**config.mk**
```make
export PLATFORM = sky130hd
export DESIGN_NAME = ped_crossing_ctrl
export DESIGN_NICKNAME = d
export VERILOG_FILES = /design/src/rtl/ped_crossing_ctrl.sv
export SDC_FILE = /design/constraint.sdc
export NUM_CORES = 1
export LEC_CHECK = 0
export CORE_UTILIZATION = 45
export DETAILED_ROUTE_END_ITERATION = 6
export PLACE_DENSITY = 0.63
export SLEW_MARGIN = 20
export SYNTH_ARGS = -nofsm -noshare
export SYNTH_HDL_FRONTEND = slang
export SYNTH_SLANG_ARGS = --single-unit
```
**constraint.sdc**
```tcl
create_clock -name clk -period 1.9 [get_ports clk]
set_input_delay 0.19 -clock clk [delete_from_list [all_inputs] [get_ports clk]]
set_output_delay 0.19 -clock clk [all_outputs]
set_load 0.005 [all_outputs]
```
**src/rtl/ped_crossing_ctrl.sv**
```systemverilog
// ----------------------------------------------------------------------------
// ped_crossing_ctrl
//
// Pedestrian-signal controller placed downstream of the vehicle traffic-light
// FSM. A pedestrian request (from a raw push-button) is latched and WALK is
// granted only at the start of a red-only car phase. Any loss of red-only
// during WALK/BLINK, or an illegal car lamp combination, drops straight back
// to DONT_WALK.
//
// Ports
//   clk          system clock, rising edge
//   rst          synchronous, active-high reset
//   i_red        car red lamp
//   i_yellow     car yellow lamp
//   i_green      car green lamp
//   i_btn        raw pedestrian button (asynchronous, active-high)
//   o_walk       WALK lamp (registered)
//   o_dont_walk  DONT_WALK lamp (registered)
//   o_wait       request-pending lamp (registered)
//   o_abort      one-cycle pulse when WALK/BLINK is cut short
//   o_fault      sticky illegal-lamp flag, cleared only by rst
//
// State table
//   state         | meaning
//   --------------+----------------------------------------------------------
//   ST_DONT_WALK  | pedestrians held; waiting for red_start with a request
//   ST_WALK       | steady WALK, r_cnt counts down WALK_TIME cycles
//   ST_BLINK      | blinking WALK, r_cnt counts down BLINK_TIME cycles
// ----------------------------------------------------------------------------
module ped_crossing_ctrl #(
    parameter int WALK_TIME  = 4,
    parameter int BLINK_TIME = 4,
    parameter int BLINK_HALF = 1,
    parameter int CNT_W      = 8
) (
    input  logic clk,
    input  logic rst,
    input  logic i_red,
    input  logic i_yellow,
    input  logic i_green,
    input  logic i_btn,
    output logic o_walk,
    output logic o_dont_walk,
    output logic o_wait,
    output logic o_abort,
    output logic o_fault
);

    typedef enum logic [1:0] {
        ST_DONT_WALK = 2'd0,
        ST_WALK      = 2'd1,
        ST_BLINK     = 2'd2
    } state_t;

    localparam logic [CNT_W-1:0] LP_WALK_LOAD  = CNT_W'(WALK_TIME);
    localparam logic [CNT_W-1:0] LP_BLINK_LOAD = CNT_W'(BLINK_TIME);
    localparam logic [CNT_W-1:0] LP_HALF_LOAD  = CNT_W'(BLINK_HALF);
    localparam logic [CNT_W-1:0] LP_ONE        = CNT_W'(1);

    state_t             r_state;
    logic [CNT_W-1:0]   r_cnt;
    logic [CNT_W-1:0]   r_blink_cnt;
    logic               r_blink_on;
    logic               r_btn_s1;
    logic               r_btn_s2;
    logic               r_btn_d;
    logic               r_req;
    logic               r_red_ok_d;

    logic               w_red_ok;
    logic               w_red_start;
    logic               w_btn_rise;
    logic               w_illegal;
    logic               w_in_walk;

    assign w_red_ok    = i_red & ~i_yellow & ~i_green;
    assign w_red_start = w_red_ok & ~r_red_ok_d;
    assign w_btn_rise  = r_btn_s2 & ~r_btn_d;
    assign w_illegal   = i_green & (i_red | i_yellow);
    assign w_in_walk   = (r_state == ST_WALK) || (r_state == ST_BLINK);

    // The request register drives the pending lamp directly.
    assign o_wait = r_req;

    // Lamp outputs are written alongside the state so they always reflect
    // the state being entered at this edge.
    always_ff @(posedge clk) begin
        if (rst) begin
            r_state     <= ST_DONT_WALK;
            r_cnt       <= '0;
            r_blink_cnt <= '0;
            r_blink_on  <= 1'b0;
            r_btn_s1    <= 1'b0;
            r_btn_s2    <= 1'b0;
            r_btn_d     <= 1'b0;
            r_req       <= 1'b0;
            r_red_ok_d  <= 1'b0;
            o_walk      <= 1'b0;
            o_dont_walk <= 1'b1;
            o_abort     <= 1'b0;
            o_fault     <= 1'b0;
        end else begin
            r_btn_s1   <= i_btn;
            r_btn_s2   <= r_btn_s1;
            r_btn_d    <= r_btn_s2;
            r_red_ok_d <= w_red_ok;
            o_abort    <= 1'b0;

            if (w_illegal) begin
                // Fault outranks both abort and start.
                o_fault     <= 1'b1;
                r_req       <= 1'b0;
                r_state     <= ST_DONT_WALK;
                o_walk      <= 1'b0;
                o_dont_walk <= 1'b1;
                if (w_in_walk) begin
                    o_abort <= 1'b1;
                end
            end else begin
                case (r_state)
                    ST_DONT_WALK: begin
                        o_walk      <= 1'b0;
                        o_dont_walk <= 1'b1;
                        // A button edge coinciding with red_start is consumed
                        // immediately instead of being latched.
                        if (w_red_start && (r_req || w_btn_rise) && !o_fault) begin
                            r_state     <= ST_WALK;
                            r_cnt       <= LP_WALK_LOAD;
                            r_req       <= 1'b0;
                            o_walk      <= 1'b1;
                            o_dont_walk <= 1'b0;
                        end else if (w_btn_rise) begin
                            r_req <= 1'b1;
                        end
                    end

                    ST_WALK: begin
                        if (!w_red_ok) begin
                            r_state     <= ST_DONT_WALK;
                            o_walk      <= 1'b0;
                            o_dont_walk <= 1'b1;
                            o_abort     <= 1'b1;
                        end else if (r_cnt == LP_ONE) begin
                            r_state     <= ST_BLINK;
                            r_cnt       <= LP_BLINK_LOAD;
                            r_blink_cnt <= LP_HALF_LOAD;
                            r_blink_on  <= 1'b1;
                            o_walk      <= 1'b1;
                            o_dont_walk <= 1'b0;
                        end else begin
                            r_cnt       <= r_cnt - LP_ONE;
                            o_walk      <= 1'b1;
                            o_dont_walk <= 1'b0;
                        end
                    end

                    ST_BLINK: begin
                        if (!w_red_ok) begin
                            r_state     <= ST_DONT_WALK;
                            o_walk      <= 1'b0;
                            o_dont_walk <= 1'b1;
                            o_abort     <= 1'b1;
                        end else if (r_cnt == LP_ONE) begin
                            r_state     <= ST_DONT_WALK;
                            o_walk      <= 1'b0;
                            o_dont_walk <= 1'b1;
                        end else begin
                            r_cnt       <= r_cnt - LP_ONE;
                            o_dont_walk <= 1'b0;
                            // Half-period down-counter; flip the lamp phase on
                            // terminal count.
                            if (r_blink_cnt == LP_ONE) begin
                                r_blink_cnt <= LP_HALF_LOAD;
                                r_blink_on  <= ~r_blink_on;
                                o_walk      <= ~r_blink_on;
                            end else begin
                                r_blink_cnt <= r_blink_cnt - LP_ONE;
                                o_walk      <= r_blink_on;
                            end
                        end
                    end

                    default: begin
                        r_state     <= ST_DONT_WALK;
                        o_walk      <= 1'b0;
                        o_dont_walk <= 1'b1;
                    end
                endcase
            end
        end
    end

endmodule

```
* Word-level counts from Yosys, hierarchy flattened
Cells that the tools add are included.
** Word-level totals
- Register bits after elaboration :: 28
- Bits of input ports :: 6
- Word-level logic and storage cells :: 92
- Output and inout port bits :: 5
** Cells by class
- Equality and inequality tests :: 11
- Reduce and logical (&&, ||, !) cells :: 15
- Multiplexer cells :: 39
- Bitwise gates (word level) :: 12
- $add $sub $neg :: 2
** Operators by type and width (number)
- 8-bit two-way mux :: 10
- 8-bit case mux with 3 select lines :: 1
- 1-bit two-way mux :: 18
- 8-bit by 1-bit == test with 1-bit output (second input constant) :: 2
- 8-bit case mux with 2 select lines :: 1
- 8-bit by 1-bit subtractor with 8-bit output (second input constant) :: 2
- 6-bit AND reduction :: 2
- 2-bit two-way mux :: 5
- 2-bit != test (second input constant) :: 4
- 3-bit by 2-bit != test with 1-bit output (second input constant) :: 2
- 1-bit NOT :: 6
- 1-bit case mux with 3 select lines :: 2
- 2-bit case mux with 3 select lines :: 1
- 1-bit bitwise AND :: 5
- 2-bit nonzero test :: 2
- 2-bit OR reduction :: 2
- 3-bit AND reduction :: 1
- 3-bit nonzero test :: 1
- 2-bit by 1-bit == test with 1-bit output (second input constant) :: 1
- 2-bit == test (second input constant) :: 1
- 1-bit logical AND :: 2
- 2-bit logical NOT :: 1
- 1-bit logical OR :: 2
- 2-bit by 1-bit != test with 1-bit output (second input constant) :: 1
- 4 further kinds :: 4

* Logic depth before layout (Yosys ltp)
Gate-level depths: netlist (run 1).
- Word-level depth :: 8
- Depth in mapped cells :: 9

* Worst setup path after synthesis (run 1)
OpenSTA, ideal clock, no wires.
- Kind :: flip-flop to flip-flop
- Start :: register r_state[1]
- End :: register r_blink_cnt[0]
- Setup time :: 79 ps
- Slack :: 20 ps
- Clock period less this slack :: 1880 ps
- Arrival :: 1801 ps
- Required time :: 1821 ps
- Cell stages (with the launch flop) :: 10
- Buffers on the path :: 2
- Cells stage by stage :: dfxtp_1 inv_1 ha_1 clkbuf_1 nor2b_1 and4_1 buf_4 or2_1 and3_1 a211oi_2
** On the way
- Word-level cells in the longest chain between the ends :: 3
** Ends and longest elaborated chain
- start: declaration :: RTL line 60 : state_t r_state;
- start signal: assignment :: RTL line 89 : r_state <= ST_DONT_WALK;
- start signal: assignment :: RTL line 113 : r_state <= ST_DONT_WALK;
- start signal: assignment :: RTL line 127 : r_state <= ST_WALK;
- 2-bit by 1-bit == test with 1-bit output / 2-bit == test (equally long branches) :: RTL line 120 : case (r_state)
- 2-bit by 1-bit != test with 1-bit output (no source line), or another cell as far along
- 6-bit AND reduction (no source line)
- end signal: assignment :: RTL line 177 : r_blink_cnt <= r_blink_cnt - LP_ONE;
- end: declaration :: RTL line 62 : logic [CNT_W-1:0] r_blink_cnt;
Several ways; a longest one is shown, not always the timed one.
A chain may end at the register's enable or synchronous reset.

* Final worst setup path (run 1)
- Start :: register r_state[0]
- End :: register r_cnt[5]
** On the way
- Word-level cells in the longest chain between the ends :: 3
** Ends and longest elaborated chain
- 2-bit == test, or another cell as far along :: RTL line 120
- 2-bit != test (no source line) / 3-bit nonzero test (equally long branches)
- 6-bit AND reduction (no source line)
- end signal: assignment :: RTL line 151 : r_cnt <= r_cnt - LP_ONE;
- end signal: assignment :: RTL line 168 : r_cnt <= r_cnt - LP_ONE;
- end: declaration :: RTL line 61 : logic [CNT_W-1:0] r_cnt;
Several ways; a longest one is shown, not always the timed one.

==> impl_metrics.yaml, run 1 <==
setup_path:
  setup.worst_path.end_class: "register"
  cp_cell_sequence: "ha_2 -> or4b_4 -> o41ai_2 -> o211ai_1 -> buf_4 -> o21ai_0 -> a21oi_1"
  worstPathMaxFanout: 8
  crit_start: "r_state[0]"
  cp_num_buf_inv: 1
  worst_ep_required_time_ps: 2140
  start_kind: "register"
  critical_path.max_stage_delay_ps: 510
  arrival_ps: 2140
  cpMaxStageDelayCell: "or4b_4"
  crit_family: "simple AND/OR/NAND/NOR gates"
  worstSetupPathType: "reg -> reg"
  reg2reg_from: "r_state[0]"
layout:
  multiInputGateArea_sq_um: 998
  insertedDiodeCount: 0
  regArea_sq_um: 571
  n_fill_cell: 285
  layout_common_cells: "buf_4, dfxtp_1, nor2_1, clkdlybuf4s50_1"
  final_area_sq_um: 2040
  nNetsFinal: 227
  drive_gt1_frac: 0.292
  syn2layout_area_growth_pct: 31.7
  final_common_cell: "buf_4"
grt:
  grt_max_degree: 17
  grt_util_all_layers: 0.224
  grt_overflow: 0
  grt_pass1_wl_um: 6130
  grt_antenna_before_repair: 0
  first_global_vias: 1367
die:
  core.rowCount: 20
  start_util: 0.490
  io_pins: 11
  coreArea_sq_um: 3150
  die_width_um: 60.6
  die_h_um: 60.6
  dieArea_sq_um: 3670
clock_tree:
  cts_inserted_buffers: 3
  cts_htree_levels: 1
  cts_sinks: 28
  root_buffer: "clkbuf_4"
  clk_pin_slew_worst_paths_ps: 170
  cts.path.max_buffers: 2
  clkLatencyLatePin_ps: 340
  cts_tree: "done"
logic_synthesis:
  ys_warn_count: 0
  synth_seq_cells: 28
  async_flop_share: 0
  synth_area_leaders: "dfxtp_1, ha_1, nor2_1, xor2_1, a21oi_1"
  seq_area_frac_synth: 0.363
  syn_inst: 174
  postSynthAreaPerCell_sq_um: 8.88
  synth.distinct_cells: 50
  synth-main-ff-cell: "dfxtp_1"
  synth-edff-count: 0
  yosysTopAreaCell: "dfxtp_1"
  syn-cell-area_sq_um: 1550
  syn_nets: 188
  synthDominantCellAreaShare: 0.363
drt:
  totalWireLength_um: 3750
  first_pass_iters: 5
  wl_per_cell_um: 14.7
  ant_nets: 0
  vias_per_cell: 5.53
  drc: 0
  dr.first_iter.drc_count: 133
  vias: 1416
pwr:
  netSwitchingFraction: 0.218
  power_frac_comb: 0.078
  pwr_density_cell_nw_per_um2: 533
  p_seq_frac: 0.550
  clock_power_share: 0.372
  power_leakage_nw: 0.809
  power_mw: 1.09
  intPower_uw: 849
  ir_worst_vdd_uv: 334
  p_sw_uw: 237
timing:
  rsz0062_at_grt: "yes"
  hold_violations: 0
  period_needed_ps: 1900
  setup_viol_count_final: 2
  fmax_ghz: 0.525
  worst_slew_pin_slew_ps: 526
  skew_ps: 14.0
  min_period_over_period: 1.00
  setup_slack_ps: -3.90
  final.setup.tns_ps: -5.98
  relSlewSlack: 0.646
  slew_viol_final: 0
  holdWs_ps: 394
min_path:
  hp-start: "i_btn"
  hp-class: "in -> reg"
place:
  port_buffers: 10
  dp_slack_ps: -274
  place_hpwl_um: 2670
  place_area_sq_um: 1830
  place_congestion: 0.814
job:
  drv_cap: 0
status:
  status: "complete, but fails checks"
  violations: "setup timing"
-- synth_stat cells (all sizes together), types with 3 or more instances --
cell    count
dfxtp      28
nor2       22
inv        10
a21oi       8
ha          8
nand2       8
nand3       7
o21ai       7
xor2        7
nor2b       6
o211ai      5
a31oi       4
clkbuf      4
nor3        4
a211oi      3
nor3b       3
nor4        3
or2         3
or3         3
-- layout make-up --
type	count	share of cell area
clock buffers	3	0.0111
clock inverters	1	0.0148
inverters	10	0.0184
multi-input cells	131	0.490
flip-flops and latches	28	0.280
well taps	44	0.0270
repair buffers	39	0.158
-- state kept, by name, summed over array words and instances, names as in the netlist --
signal,count
r_blink_cnt,8
o_abort,1
o_dont_walk,1
r_btn_s1,1
o_walk,1
o_wait,1
r_cnt,8
r_btn_s2,1
r_red_ok_d,1
r_state,2
o_fault,1
r_btn_d,1
r_blink_on,1
-- logic make-up after synthesis --
group	after synthesis	share of synthesized area
compound gates	42	0.204
xor+xnor	8	0.0453
fa+ha+maj	8	0.0648
buf+inv	16	0.0421
flops	28	0.363
simple gates	72	0.281
-- layer usage --
metal  up-vias  track usage  routed length, um
met5         -            0                  0
met4         0       0.0390                 25
li1        706            -                  -
met2        30        0.380               1810
met3         8       0.0533                167
met1       672        0.295               1750
-- stage by stage --
stage          utilization  instances
6_report             0.646        256
5_1_grt              0.646        256
4_1_cts              0.612        248
3_5_place_dp         0.581        243
3_3_place_gp         0.581        243
2_1_floorplan            -        174
-- timing repair --
item,in CTS,in global routing
hold buffers,0,0
gates cloned,1,0
endpoints found under the setup margin,18,18
gates resized for setup,9,16
pin swaps,2,8
setup buffers,0,8
-- worst reg2reg max path, cell delays in order, from the launching register on --
cell and delay [ps]:
dfxtp_4 400, ha_2 200, or4b_4 510, o41ai_2 90
o211ai_1 160, buf_4 200, o21ai_0 160, a21oi_1 80
-- final timing paths --
check / endpoint / slack (ps) / depth (start not counted)
worst max register to register: r_cnt[5] / -4 / 7
worst min register to register: r_btn_s2 / 460 / 1
worst min-delay path: r_btn_s1 / 390 / 2
worst max-delay path: r_cnt[5] / -4 / 7
-- power by group through the flow --
stage / clock network, mW / logic (mW) / registers, mW
floorplan: 0 / 0.0395 / 0.611
global placement: 0 / 0.0763 / 0.611
detailed placement: 0 / 0.0781 / 0.611
CTS: 0.414 / 0.0818 / 0.598
global route: 0.436 / 0.0917 / 0.598
finish: 0.404 / 0.0845 / 0.597
No activity file was read; power rests on OpenSTA's default activity.
==> inputs of run 2 (changes only) <==
--- a/config.mk
+++ b/config.mk
@@ -6,6 +6,7 @@
 export NUM_CORES = 1
 export LEC_CHECK = 0
 export CORE_UTILIZATION = 45
+export CTS_BUF_LIST = sky130_fd_sc_hd__clkbuf_8
 export DETAILED_ROUTE_END_ITERATION = 6
 export PLACE_DENSITY = 0.63
 export SLEW_MARGIN = 20
==> run 2 against run 1 <==
The flow still finishes with violations (setup timing). Sequential cell count stayed put. First-iteration DRC count fell by 11%. Largest power group unchanged. Utilization is 1.5 points higher. Setup slack worse by 27 ps. Fmax fell by 1.4%. Non-clock buffer count unchanged. Register-to-register slack lost 30 ps. Critical endpoint is now r_cnt[1]. Hold slack worse by 55 ps.
==> impl_metrics.yaml, run 2 (same netlist as run 1, synthesis figures left out) <==
grt:
  grt_overflow: 0
  grt_util_all_layers: 0.227
  grt_pass1_wl_um: 6190
  first_global_vias: 1381
  grt_max_degree: 17
  grt_antenna_before_repair: 0
timing:
  hold_violations: 0
  holdWs_ps: 339
  setup_slack_ps: -30.8
  min_period_over_period: 1.02
  setup_viol_count_final: 2
  slew_viol_final: 0
  skew_ps: 7.45
  relSlewSlack: 0.643
  rsz0062_at_grt: "yes"
  worst_slew_pin_slew_ps: 530
  fmax_ghz: 0.518
  period_needed_ps: 1930
pwr:
  p_seq_frac: 0.511
  pwr_density_cell_nw_per_um2: 560
  power_leakage_nw: 0.842
  ir_worst_vdd_uv: 466
  intPower_uw: 919
  p_sw_uw: 248
  power_frac_comb: 0.076
  netSwitchingFraction: 0.212
  power_mw: 1.17
  clock_power_share: 0.413
clock_tree:
  ctsHoldBuffers: 0
  cts_tree: "done"
  cts_sinks: 28
  root_buffer: "clkbuf_8"
  cts.path.max_buffers: 2
  clkLatencyLatePin_ps: 280
  cts_htree_levels: 1
  cts_inserted_buffers: 3
  clk_pin_slew_worst_paths_ps: 100
status:
  status: "complete, but fails checks"
  violations: "setup timing"
setup_path:
  cpMaxStageDelayCell: "or4b_4"
  cp_common_cell: "buf_4"
  worstSetupPathType: "reg -> reg"
  worstPathMaxFanout: 8
  worst_ep_required_time_ps: 2080
  start_kind: "register"
  reg2reg_depth: 8
  critical_path.max_stage_delay_ps: 530
  arrival_ps: 2110
  cp_cell_sequence: "ha_2 -> or4b_4 -> o41ai_4 -> o211ai_1 -> buf_4 -> buf_4 -> nand2_1 -> a21oi_1"
  setup.worst_path.end_class: "register"
die:
  die_width_um: 60.6
  io_pins: 11
  dieArea_sq_um: 3670
  die_h_um: 60.6
  start_util: 0.490
  coreArea_sq_um: 3150
  core.rowCount: 20
layout:
  layout_common_cells: "buf_4, dfxtp_1, nor2_1"
  n_fill_cell: 277
  drive_gt1_frac: 0.288
  nNetsFinal: 227
  insertedDiodeCount: 0
  top_regs: "r_blink_cnt x8, r_cnt x8, r_state x2"
  regArea_sq_um: 569
  syn2layout_area_growth_pct: 34.9
  multiInputGateArea_sq_um: 1020
  final_util: 0.661
  final_common_cell: "buf_4"
place:
  place_congestion: 0.814
  place_hpwl_um: 2670
  port_buffers: 10
min_path:
  hold_depth: 3
  hp-class: "in -> reg"
drt:
  vias: 1417
  wl_per_cell_um: 14.9
  dr.first_iter.drc_count: 118
  first_pass_iters: 4
  ant_nets: 0
  totalWireLength_um: 3810
  drc: 0
  vias_per_cell: 5.54
job:
  drv_cap: 0
## run 2: cell types whose count changed in the layout (fill, tap and decap cells not counted), moves of 2 or more
cell | previous run | this run
clkbuf_4 | 3 | 0
clkbuf_8 | 0 | 3
clkdlybuf4s50_1 | 10 | 8
dlymetal6s2s_1 | 0 | 2
## run 2: layout make-up
class,count,share of cell area
Tap cell,44,0.0264
Clock buffer,3,0.0198
Clock inverter,1,0.0144
Multi-Input combinational cell,131,0.492
Inverter,10,0.0180
Timing Repair Buffer,39,0.157
Sequential cell,28,0.273
## run 2: timing repair
action | 4_1_cts | 5_1_grt
gates cloned | 1 | 0
resized for setup | 11 | 17
endpoints found under the setup margin | 18 | 17
buffers inserted | 0 | 8
pin swaps | 1 | 9
## run 2: per-layer routing
metal | GRT usage | up-vias | wire [um] | share of wire
li1 | - | 706 | - | -
met1 | 0.292 | 670 | 1690 | 0.44
met2 | 0.391 | 39 | 1940 | 0.51
met3 | 0.0533 | 2 | 157 | 0.041
met4 | 0.0390 | 0 | 13 | 0.0034
met5 | 0 | - | 0 | 0
## run 2: power groups by stage
stage	logic [mW]	registers (mW)	clock network (mW)
global placement	0.0763	0.611	0
floorplan	0.0395	0.611	0
global route	0.0965	0.597	0.508
detailed placement	0.0781	0.611	0
finish	0.0888	0.596	0.482
CTS	0.0823	0.597	0.490
## run 2: metrics by stage
stage	TNS (ps)	setup slack, ps	area (sq um)	cells
2_1_floorplan	0	19.8	1550	174
3_3_place_gp	-2040	-182	1830	243
3_5_place_dp	-2780	-274	1830	243
4_1_cts	-8.89	-8.89	1970	248
5_1_grt	-236	-59.4	2080	256
6_report	-57.6	-30.8	2080	256
## run 2: final timing paths
path / start / end / slack, ps
hold / removal: i_green / o_walk / 340
setup / recovery: r_state[0] / r_cnt[1] / -30
setup reg to reg: r_state[0] / r_cnt[1] / -30
hold reg to reg: r_btn_s1 / r_btn_s2 / 450
## run 2: worst max-delay path: cells and delay by family, from the launching register on
family                     cells  cell delay [ps]
AOI/OAI and AO/OA              3              310
adders and majority gates      1              210
buffers and inverters          2              330
DFF                            1              380
and+or+nand+nor                2              590
==> variant, RTL diff (settings of run 2) <==
Encoding of `state_t`: now one-hot (3 bits for 3 states).
--- a/src/rtl/ped_crossing_ctrl.sv
+++ b/src/rtl/ped_crossing_ctrl.sv
@@ -47,8 +47,8 @@
 );
 
-    typedef enum logic [1:0] {
-        ST_DONT_WALK = 2'd0,
-        ST_WALK      = 2'd1,
-        ST_BLINK     = 2'd2
+    typedef enum logic [2:0] {
+        ST_DONT_WALK = 3'b001,
+        ST_WALK      = 3'b010,
+        ST_BLINK     = 3'b100
     } state_t;
 
Check against the original RTL: no difference found for any inputs over 10 cycles, from zero or initial values and one cycle with rst high; not proved beyond that.
==> variant against run 2 <==
The flow still finishes with violations (setup timing); wire length is 10% lower; via count is 4.2% lower; setup slack worse by 0.0080 ns; synthesized cell count is 1.7% lower; power is 15% higher; sequential cell count is 1 higher; area after synthesis is 2.8% lower; design area is 5.9% lower; critical path type unchanged; largest cell class unchanged; highest routed layer unchanged.
==> variant: results <==
sta:
  setup_viol_count_final: 3
  whs_ns: 0.440
  setup-tns-final_ns: -0.0672
  worst_pin_slew_ns: 0.431
  skew_ns: 0.00497
  fin_ws_ns: -0.0388
place:
  io_buffers: 10
  place_congestion: 0.810
  place_inst: 239
  dpl.hpwl_mm: 2.50
  placed_cell_area_mm2: 0.00176
  pre_cts_ws_ns: -0.177
synthesis:
  synth_compound_area_frac: 0.246
  synthesis.nets: 181
  netlist-cell-type-count: 50
  synth_xor_area_frac: 0.0175
  synth_common_cells: "dfxtp_1 (29), nor2_1 (20), a21oi_1 (12)"
  yosys-mux-area-fraction: 0.00750
  synth.area.top_cells: "dfxtp_1 (39%), nor2_1 (5.0%), a21oi_1 (4.0%)"
  synth_area_per_cell_um2: 8.78
  synth_adder_area_share: 0.0333
  seq_area_frac_synth: 0.387
detailed_routing:
  wl_per_cell_um: 13.7
  vias: 1357
  routed_wl_mm: 3.43
  drt-initial-drc-count: 54
clock_tree:
  cts_setup_buffers: 4
  ctsResizeCount: 10
  numCtsBuffers: 5
  clkTransAtPathRegs_ns: 0.06
  htreeDepth: 2
min_path:
  min_from: "r_btn_s1$_SDFF_PP0_"
  whs_path_depth: 1
  min_to: "r_btn_s2$_SDFF_PP0_"
  hold_class: "register to register"
outcome:
  status: "complete, but fails checks"
  violations: "setup timing"
setup_path:
  worstRegToRegCells: 7
  r2r_end: "r_cnt[7]$_SDFFE_PP0P_"
  cp-startpoint: "r_cnt[1]$_SDFFE_PP0P_"
  cp_slowest_stage_delay_ns: 0.46
power:
  peakVddDrop_mv: 0.400
  clkPwrFrac: 0.474
  pg_seq_uw: 620
  p_int_uw: 1080
  p_leak_uw: 0.000756
layout:
  fillers: 291
  reg_top3: "r_blink_cnt x8, r_cnt x8, r_state x3"
  drive_above_1_share: 0.275
  nets: 216
global_routing:
  grt_max_degree: 27
  grt_pass1_wl_mm: 5.58
  grt_usage: 0.214
  grt_pass1_vias: 1338
## variant: cell count changes after synthesis, sizes merged, moves of 4 or more
cell	change
o211ai	-4
xor2	-5
nand3	-6
ha	-4
a21oi	+5
nor3	+5
buf	+4
o21ai	+4
o22ai	+6
## variant: metal layers
metal / wire length (um) / global-route usage / vias to the layer above / part of all wire
li1: - / - / 694 / -
met1: 1550 / 0.244 / 631 / 0.45
met2: 1750 / 0.359 / 30 / 0.51
met3: 114 / 0.0498 / 2 / 0.033
met4: 22 / 0.130 / 0 / 0.0064
met5: 0 / 0 / - / 0
## variant: area by class of cell
cell class              instances  area share
inverters                      10      0.0191
flip-flops and latches         29       0.298
multi-input cells             124       0.445
clock inverters                 2      0.0172
repair buffers                 36       0.151
clock buffers                   6      0.0421
well taps                      44      0.0281
## variant: per-stage QoR
stage	util	power [uW]
floorplan	-	684
global placement	0.567	711
detailed placement	0.567	715
CTS	0.628	1360
global route	0.632	1390
finish	0.632	1340
